[config.mk]
export PLATFORM = sky130hd
export DESIGN_NAME = systolic_array_loader
export DESIGN_NICKNAME = d
export VERILOG_FILES = /design/src/rtl/mini_core_accel_pkg.sv /design/src/rtl/systolic_array_loader.sv
export SDC_FILE = /design/constraint.sdc
export NUM_CORES = 1
export LEC_CHECK = 0
export BUFFER_PORTS_ARGS = -buffer_cell sky130_fd_sc_hd__buf_2
export CORE_MARGIN = 1.5
export CORE_UTILIZATION = 35
export CTS_CLUSTER_SIZE = 12
export DETAILED_ROUTE_END_ITERATION = 10
export PLACE_DENSITY_LB_ADDON = 0.08
export SETUP_SLACK_MARGIN = 0.4
export SKIP_LAST_GASP = 1
export SLEW_MARGIN = 10
export SYNTH_ARGS = -nofsm -noshare
export SYNTH_HDL_FRONTEND = slang
export SYNTH_SLANG_ARGS = --single-unit
[constraint.sdc]
create_clock -name clk -period 5.5 [get_ports clk]
set_input_delay 1.1 -clock clk [delete_from_list [all_inputs] [get_ports clk]]
set_output_delay 1.1 -clock clk [all_outputs]
set_load 0.02 [all_outputs]
[src/rtl/mini_core_accel_pkg.sv]
// Shared types and constants for the mini_core_accel front end.
// The loader uses these to decode core writes and to hold the
// 4x4 int8 operand images handed to systolic_array_ctrl.
package mini_core_accel_pkg;

   // Loader sequencing: collect operands, run the array, hold the result flag
   typedef enum logic [1:0] {
      IDLE = 2'd0,
      RUN  = 2'd1,
      DONE = 2'd2
   } t_loader_state;

   // Control addresses above the eight operand word slots
   localparam logic [3:0] LOADER_ADDR_GO    = 4'd8;
   localparam logic [3:0] LOADER_ADDR_CLEAR = 4'd9;

   // One full operand: 16 int8 lanes packed little-endian by word
   typedef logic [127:0] t_operand;

   // Every operand word slot has been written since the last CLEAR/reset
   localparam logic [7:0] LOADER_MASK_FULL = 8'hFF;

endpackage

[src/rtl/systolic_array_loader.sv]
// Upstream feeder for systolic_array_ctrl. Gathers eight 32-bit core
// writes into the weight and activation operands, launches a run by
// holding start until the array answers with valid, and records
// completion, protocol errors and a watchdog timeout as sticky flags.
module systolic_array_loader
   import mini_core_accel_pkg::*;
#(
   parameter int WORD_W      = 32,
   parameter int NUM_WORDS   = 4,
   parameter int TIMEOUT_CYC = 64
) (
   input  logic              clk,
   input  logic              rst,
   input  logic              wr_en,
   input  logic [3:0]        wr_addr,
   input  logic [WORD_W-1:0] wr_data,
   output t_operand          all_weights,
   output t_operand          all_activations,
   output logic              start,
   input  logic              valid,
   output logic              busy,
   output logic              done,
   output logic              err,
   output logic              timeout
);

   localparam int TIMER_W = $clog2(TIMEOUT_CYC);
   localparam logic [TIMER_W-1:0] TIMER_LAST = TIMER_W'(TIMEOUT_CYC - 1);

   t_loader_state      state;
   logic [7:0]         mask;
   logic [TIMER_W-1:0] timer;

   // Single sequencer: operand capture, run handshake, watchdog and sticky flags
   always_ff @(posedge clk) begin
      if (rst) begin
         state           <= IDLE;
         mask            <= 8'h00;
         timer           <= '0;
         all_weights     <= '0;
         all_activations <= '0;
         start           <= 1'b0;
         busy            <= 1'b0;
         done            <= 1'b0;
         err             <= 1'b0;
         timeout         <= 1'b0;
      end else begin
         case (state)
            IDLE, DONE: begin
               if (wr_en) begin
                  if (!wr_addr[3]) begin
                     // Re-writing a slot in DONE leaves its mask bit set
                     for (int k = 0; k < NUM_WORDS; k++) begin
                        if (wr_addr[1:0] == k[1:0]) begin
                           if (wr_addr[2])
                              all_activations[k*WORD_W +: WORD_W] <= wr_data;
                           else
                              all_weights[k*WORD_W +: WORD_W] <= wr_data;
                        end
                     end
                     mask[wr_addr[2:0]] <= 1'b1;
                  end else if (wr_addr == LOADER_ADDR_GO) begin
                     if (mask == LOADER_MASK_FULL) begin
                        state <= RUN;
                        start <= 1'b1;
                        busy  <= 1'b1;
                        timer <= '0;
                     end else begin
                        err <= 1'b1;
                     end
                  end else if (wr_addr == LOADER_ADDR_CLEAR) begin
                     state   <= IDLE;
                     mask    <= 8'h00;
                     done    <= 1'b0;
                     err     <= 1'b0;
                     timeout <= 1'b0;
                  end
               end
            end

            RUN: begin
               // Operands are frozen while the array consumes them
               if (wr_en)
                  err <= 1'b1;
               if (valid) begin
                  state <= DONE;
                  start <= 1'b0;
                  busy  <= 1'b0;
                  done  <= 1'b1;
               end else if (timer == TIMER_LAST) begin
                  state   <= IDLE;
                  start   <= 1'b0;
                  busy    <= 1'b0;
                  err     <= 1'b1;
                  timeout <= 1'b1;
               end else begin
                  timer <= timer + 1'b1;
               end
            end

            default: begin
               state <= IDLE;
               start <= 1'b0;
               busy  <= 1'b0;
            end
         endcase
      end
   end

endmodule

# Word-level counts from Yosys, hierarchy flattened

Index checks and enable logic that the tools add are counted.

Register bits after elaboration: 276
Output and inout port bits: 261
Logic and storage cells: 110

Add/sub/neg operators: 1
$lt $le $gt $ge: 2
Equality and inequality tests: 25
Mux-type cells: 44
Bitwise logic cells: 3
Reduce and logical (&&, ||, !) cells: 20

Operators with widths:

| kind                                                       | count |
|---|---|
| AND reduction 5 bit                                        | 11 |
| 2-to-1 mux 6 bit                                           | 6 |
| 2-to-1 mux 8 bit                                           | 3 |
| != test 2 bit, second input constant                       | 11 |
| 2-to-1 mux 1 bit                                           | 21 |
| 2-to-1 mux 2 bit                                           | 7 |
| AND reduction 7 bit                                        | 2 |
| != test 3 bit, second input constant                       | 4 |
| case mux 6 bit (2 select lines)                            | 1 |
| equality test 4 bit, second input constant                 | 2 |
| equality test 8 bit, second input constant                 | 1 |
| OR 8 bit                                                   | 1 |
| case mux 1 bit (2 select lines)                            | 4 |
| adder 6 x 1 -> 6 bit, second input constant                | 1 |
| equality test 2 bit, second input constant                 | 3 |
| equality test 6 bit, second input constant                 | 1 |
| AND reduction 6 bit                                        | 1 |
| equality test 2 x 1 -> 1 bit, second input constant        | 2 |
| logical NOT 2 bit                                          | 2 |
| less-than comparator 3 x 4 -> 1 bit, second input constant | 1 |
| case mux 2 bit (2 select lines)                            | 1 |
| AND reduction 4 bit                                        | 1 |
| demux 1 bit (select 3 bit)                                 | 1 |
| >= comparator 3 x 1 -> 1 bit, second input constant        | 1 |
| 5 further kinds                                            | 6 |

# Depth between registers and ports, before layout

Depth in word-level cells: 6
Depth in mapped cells: 7
Gate-level depth less buffers: 5

# Least setup slack after synthesis

No wires, ideal clock.

Path kind: input-to-reg
From: input wr_addr[2]
To: register timer[2]
Data arrival time: 2,264 ps
Data required time: 5,367 ps
Setup slack: 3,102 ps
Stages on the path: 5
Cell sequence: or3b_1 buf_2 or3b_4 o21ai_2 a311oi_1

Word-level cells in the longest chain between the ends: 3

RTL lines:

| item                                 | line                        | source |
|---|---|---|
| from (decl)                          | systolic_array_loader.sv:15 | `input logic [3:0] wr_addr,` |
| equality test 4 bit                  | systolic_array_loader.sv:62 | `end else if (wr_addr == LOADER_ADDR_GO) begin` |
| != test 2 bit (no source line)       | n/a                         |  |
| AND reduction 7 bit (no source line) | n/a                         |  |
| to (signal assigned)                 | systolic_array_loader.sv:97 | `timer <= timer + 1'b1;` |
| to (decl)                            | systolic_array_loader.sv:32 | `logic [TIMER_W-1:0] timer;` |

No other way between the ends.
A chain may end at the register's enable or synchronous reset.

# Worst setup path in the final report

From: input wr_addr[3]
To: register all_activations[15]

Word-level cells in the longest chain between the ends: 2

RTL lines:

| item                                 | line                        | source |
|---|---|---|
| NOT 1 bit (no source line)           | n/a                         |  |
| AND reduction 5 bit (no source line) | n/a                         |  |
| to (signal, indexed assignment)      | systolic_array_loader.sv:56 | `all_activations[k*WORD_W +: WORD_W] <= wr_data;` |
| to (decl)                            | systolic_array_loader.sv:18 | `output t_operand all_activations,` |

No other way between the ends.

==> flow_summary.yaml <==
status:
  status: "finished, final reports clean"
floorplanning:
  die_y_microns: 171.5
  rows: 61
  die_x_microns: 171.5
  io_pins: 301
  dieArea_sq_mm: 0.02943
  initial_core_util: 0.3569
  coreArea_sq_mm: 0.02786
drt:
  ant_nets: 0
  dr.pass1.iters: 5
  vias_per_cell: 4.801
  wl_per_cell_microns: 18.08
  first_iter_violations: 628
  num_vias: 9054
  drcViolationCount: 0
  drt_wl_total_microns: 34110
yosys:
  synthesis.area_sq_mm: 0.009942
  synth.distinct_cells: 39
  synthCells: 1265
  syn_avg_cell_area_sq_um: 7.859
  ys_warn_count: 0
  yosys_register_bits: 276
  seq_area_frac_synth: 0.5558
  synth_nets: 1306
pwr:
  combPwrFrac: 0.052
  p_seq_frac: 0.479
  vdd_drop_max_mv: 0.1842
  p_switching_mw: 0.9873
  power.density_mw_per_mm2: 342.2
  netSwitchingFraction: 0.2320
  pwr-share-clk: 0.469
  p_leak_nw: 5.085
  p_int_mw: 3.268
clock_tree:
  numCtsBuffers: 30
  cts.clk_slew.worst_paths_ns: 0.06
  clk_latency_ns: 0.55
  cts_buffer_depth: 3
  cts_tree: "built"
  cts_root_buf: "clkbuf_16"
  cts_resized: 0
  htreeDepth: 1
  cts-hold-fix-buffers: 0
  cts_setup_buffers: 0
  cts.sinks: 276
setup_path:
  rrSetupSlack_ns: 3.25
  reg2reg_from: "state[0]"
  crit_type: "input pin to register"
  required_ns: 5.95
  end_kind: "register"
  reg2reg_depth: 5
  cp-start-kind: "input pin"
  arrival_ns: 3.03
  timing.rr.end: "all_activations[15]"
  cp_max_fo: 21
placed_design:
  place_hpwl_microns: 22120
  dp_worst_setup_slack_ns: 2.300
  port_buffers: 300
  dp.cells: 1834
  post_dp_cell_area_sq_mm: 0.01146
  place_congestion: 0.8104
global_routing:
  grt_usage: 0.2258
  grt_max_degree: 129
  overflow: 0
  grt_pass1_vias: 8111
  antenna_found_initial: 0
  grt_pass1_wl_microns: 50730
final_layout:
  layout_common_cells: "519 x nand2_1, 299 x buf_2, 276 x dfxtp_1, 265 x a21oi_1, 31 x clkbuf_16"
  instances_no_fill: 1886
  antenna_cells: 0
  stdcell_area_sq_mm: 0.01243
  num-nets-final: 1529
  post-route-util: 0.4463
  final_common_cell: "nand2_1"
  drive_above_1_share: 0.2447
  syn2layout_area_growth_pct: 25.06
min_path:
  hold_start: "all_weights[42]"
  hp-class: "register to register"
  hold_end: "all_weights[42]"
  hold_depth: 2
sta:
  setup_viol: 0
  rsz0062_at_grt: "no"
  max_slew_margin: 0.3547
  worst_slack_ns: 2.927
  worstMarginPinSlew_ns: 0.9656
  clock_skew_ns: 0.006526
  fin_crit_ns: 2.573
  fmax_mhz: 388.6
  slew_violations: 0
  fin_crit_sh: 0.4679
  setup_tns_ns: 0
  hold_viol_final: 0
flow_run:
  cap_violations: 0
==> registers in the layout (all words and copies together) (netlist names) <==
signal,count
all_activations,128
all_weights,128
mask,8
timer,6
state,2
busy,1
done,1
err,1
timeout,1
==> synth_stat cells <==
cell       number  area share
a21oi_1       265        0.13
or3b_1          2      0.0018
a221oi_1        1     0.00088
nor3_2          1      0.0010
nor3_4          1      0.0016
buf_2          24       0.012
nor2_1         22      0.0083
nor4b_2         1      0.0015
and3_1          2      0.0013
o21bai_1        1     0.00076
o21a_1          3      0.0023
o2bb2ai_1       1     0.00088
nand4bb_1       1      0.0011
dfxtp_1       276        0.56
o21ai_1         1     0.00050
nor4_4          1      0.0021
o211ai_1        3      0.0023
inv_1           2     0.00076
and4bb_2        1      0.0013
and2_1          2      0.0013
o21ai_0         5      0.0025
nand3_1         5      0.0025
o21ba_2         1      0.0010
and2b_1         1     0.00076
nor3b_1         4      0.0030
ha_1            1      0.0013
a21o_1          1     0.00076
nand2b_1        4      0.0025
nor3_1          3      0.0015
nand2_1       520        0.20
a41oi_1         1     0.00088
clkbuf_1       67       0.025
a311oi_1        3      0.0026
buf_4          28       0.021
or3_1           2      0.0013
nand4_1         2      0.0013
nor2b_1         4      0.0025
or3b_4          1      0.0011
o21ai_2         1     0.00088
==> power groups by stage <==
stage	Combinational [mW]	Clock, mW	Sequential (mW)
after CTS	0.225	2.04	2.04
after detailed placement	0.225	0	2.08
final	0.222	2.00	2.04
after global routing	0.241	2.12	2.04
after floorplan	0.113	0	2.11
after global placement	0.225	0	2.08
==> worst max path at each step <==
stage | startpoint | endpoint | slack [ns] | depth (start not counted)
after global routing | wr_addr[3] | all_activations[19] | 2.73 | 6
after CTS | wr_addr[3] | all_activations[15] | 2.88 | 6
final | wr_addr[3] | all_activations[15] | 2.93 | 6
after floorplan | wr_addr[2] | timer[2] | 3.10 | 5
after global placement | wr_addr[3] | all_activations[2] | 2.38 | 6
after detailed placement | wr_addr[3] | all_activations[15] | 2.30 | 6
==> per-stage QoR <==
step,hold WS [ns],total power [mW]
floorplan,0.4400,2.223
global placement,0.4377,2.305
detailed placement,0.4430,2.306
CTS,0.4515,4.299
global route,0.4663,4.403
finish,0.4489,4.255
==> logic make-up (layout without fill, tap and decap cells) <==
| kind of cell | Yosys count | in the layout | share of synthesized area |
|---|---|---|---|
| compound gates | 287 | 287 | 0.1496 |
| buf+inv | 121 | 364 | 0.05928 |
| fa+ha+maj | 1 | 1 | 0.001258 |
| simple gates | 580 | 580 | 0.2341 |
| flops | 276 | 276 | 0.5558 |
==> layout make-up <==
type / instances / area, sq um
Clock buffer: 50 / 937.1
Clock inverter: 2 / 35.03
Fill cell: 2830 / 15420
Inverter: 2 / 7.507
Multi-Input combinational cell: 868 / 3870
Sequential cell: 276 / 5525
Tap cell: 378 / 473.0
Timing Repair Buffer: 310 / 1585
==> metal layers <==
metal | GRT usage | part of all wire | vias to the layer above
li1 | - | - | 4515
met1 | 0.2988 | 0.43 | 4201
met2 | 0.3561 | 0.46 | 291
met3 | 0.06719 | 0.086 | 47
met4 | 0.06255 | 0.026 | 0
met5 | 0 | 0 | -
==> worst max-delay path, cell delays in order <==
cell	delay, ns
buf_2	0.17
nand4bb_1	0.39
nor3_2	0.73
buf_4	0.40
nand2_1	0.09
a21oi_1	0.14
No activity file was read; power rests on OpenSTA's default activity.
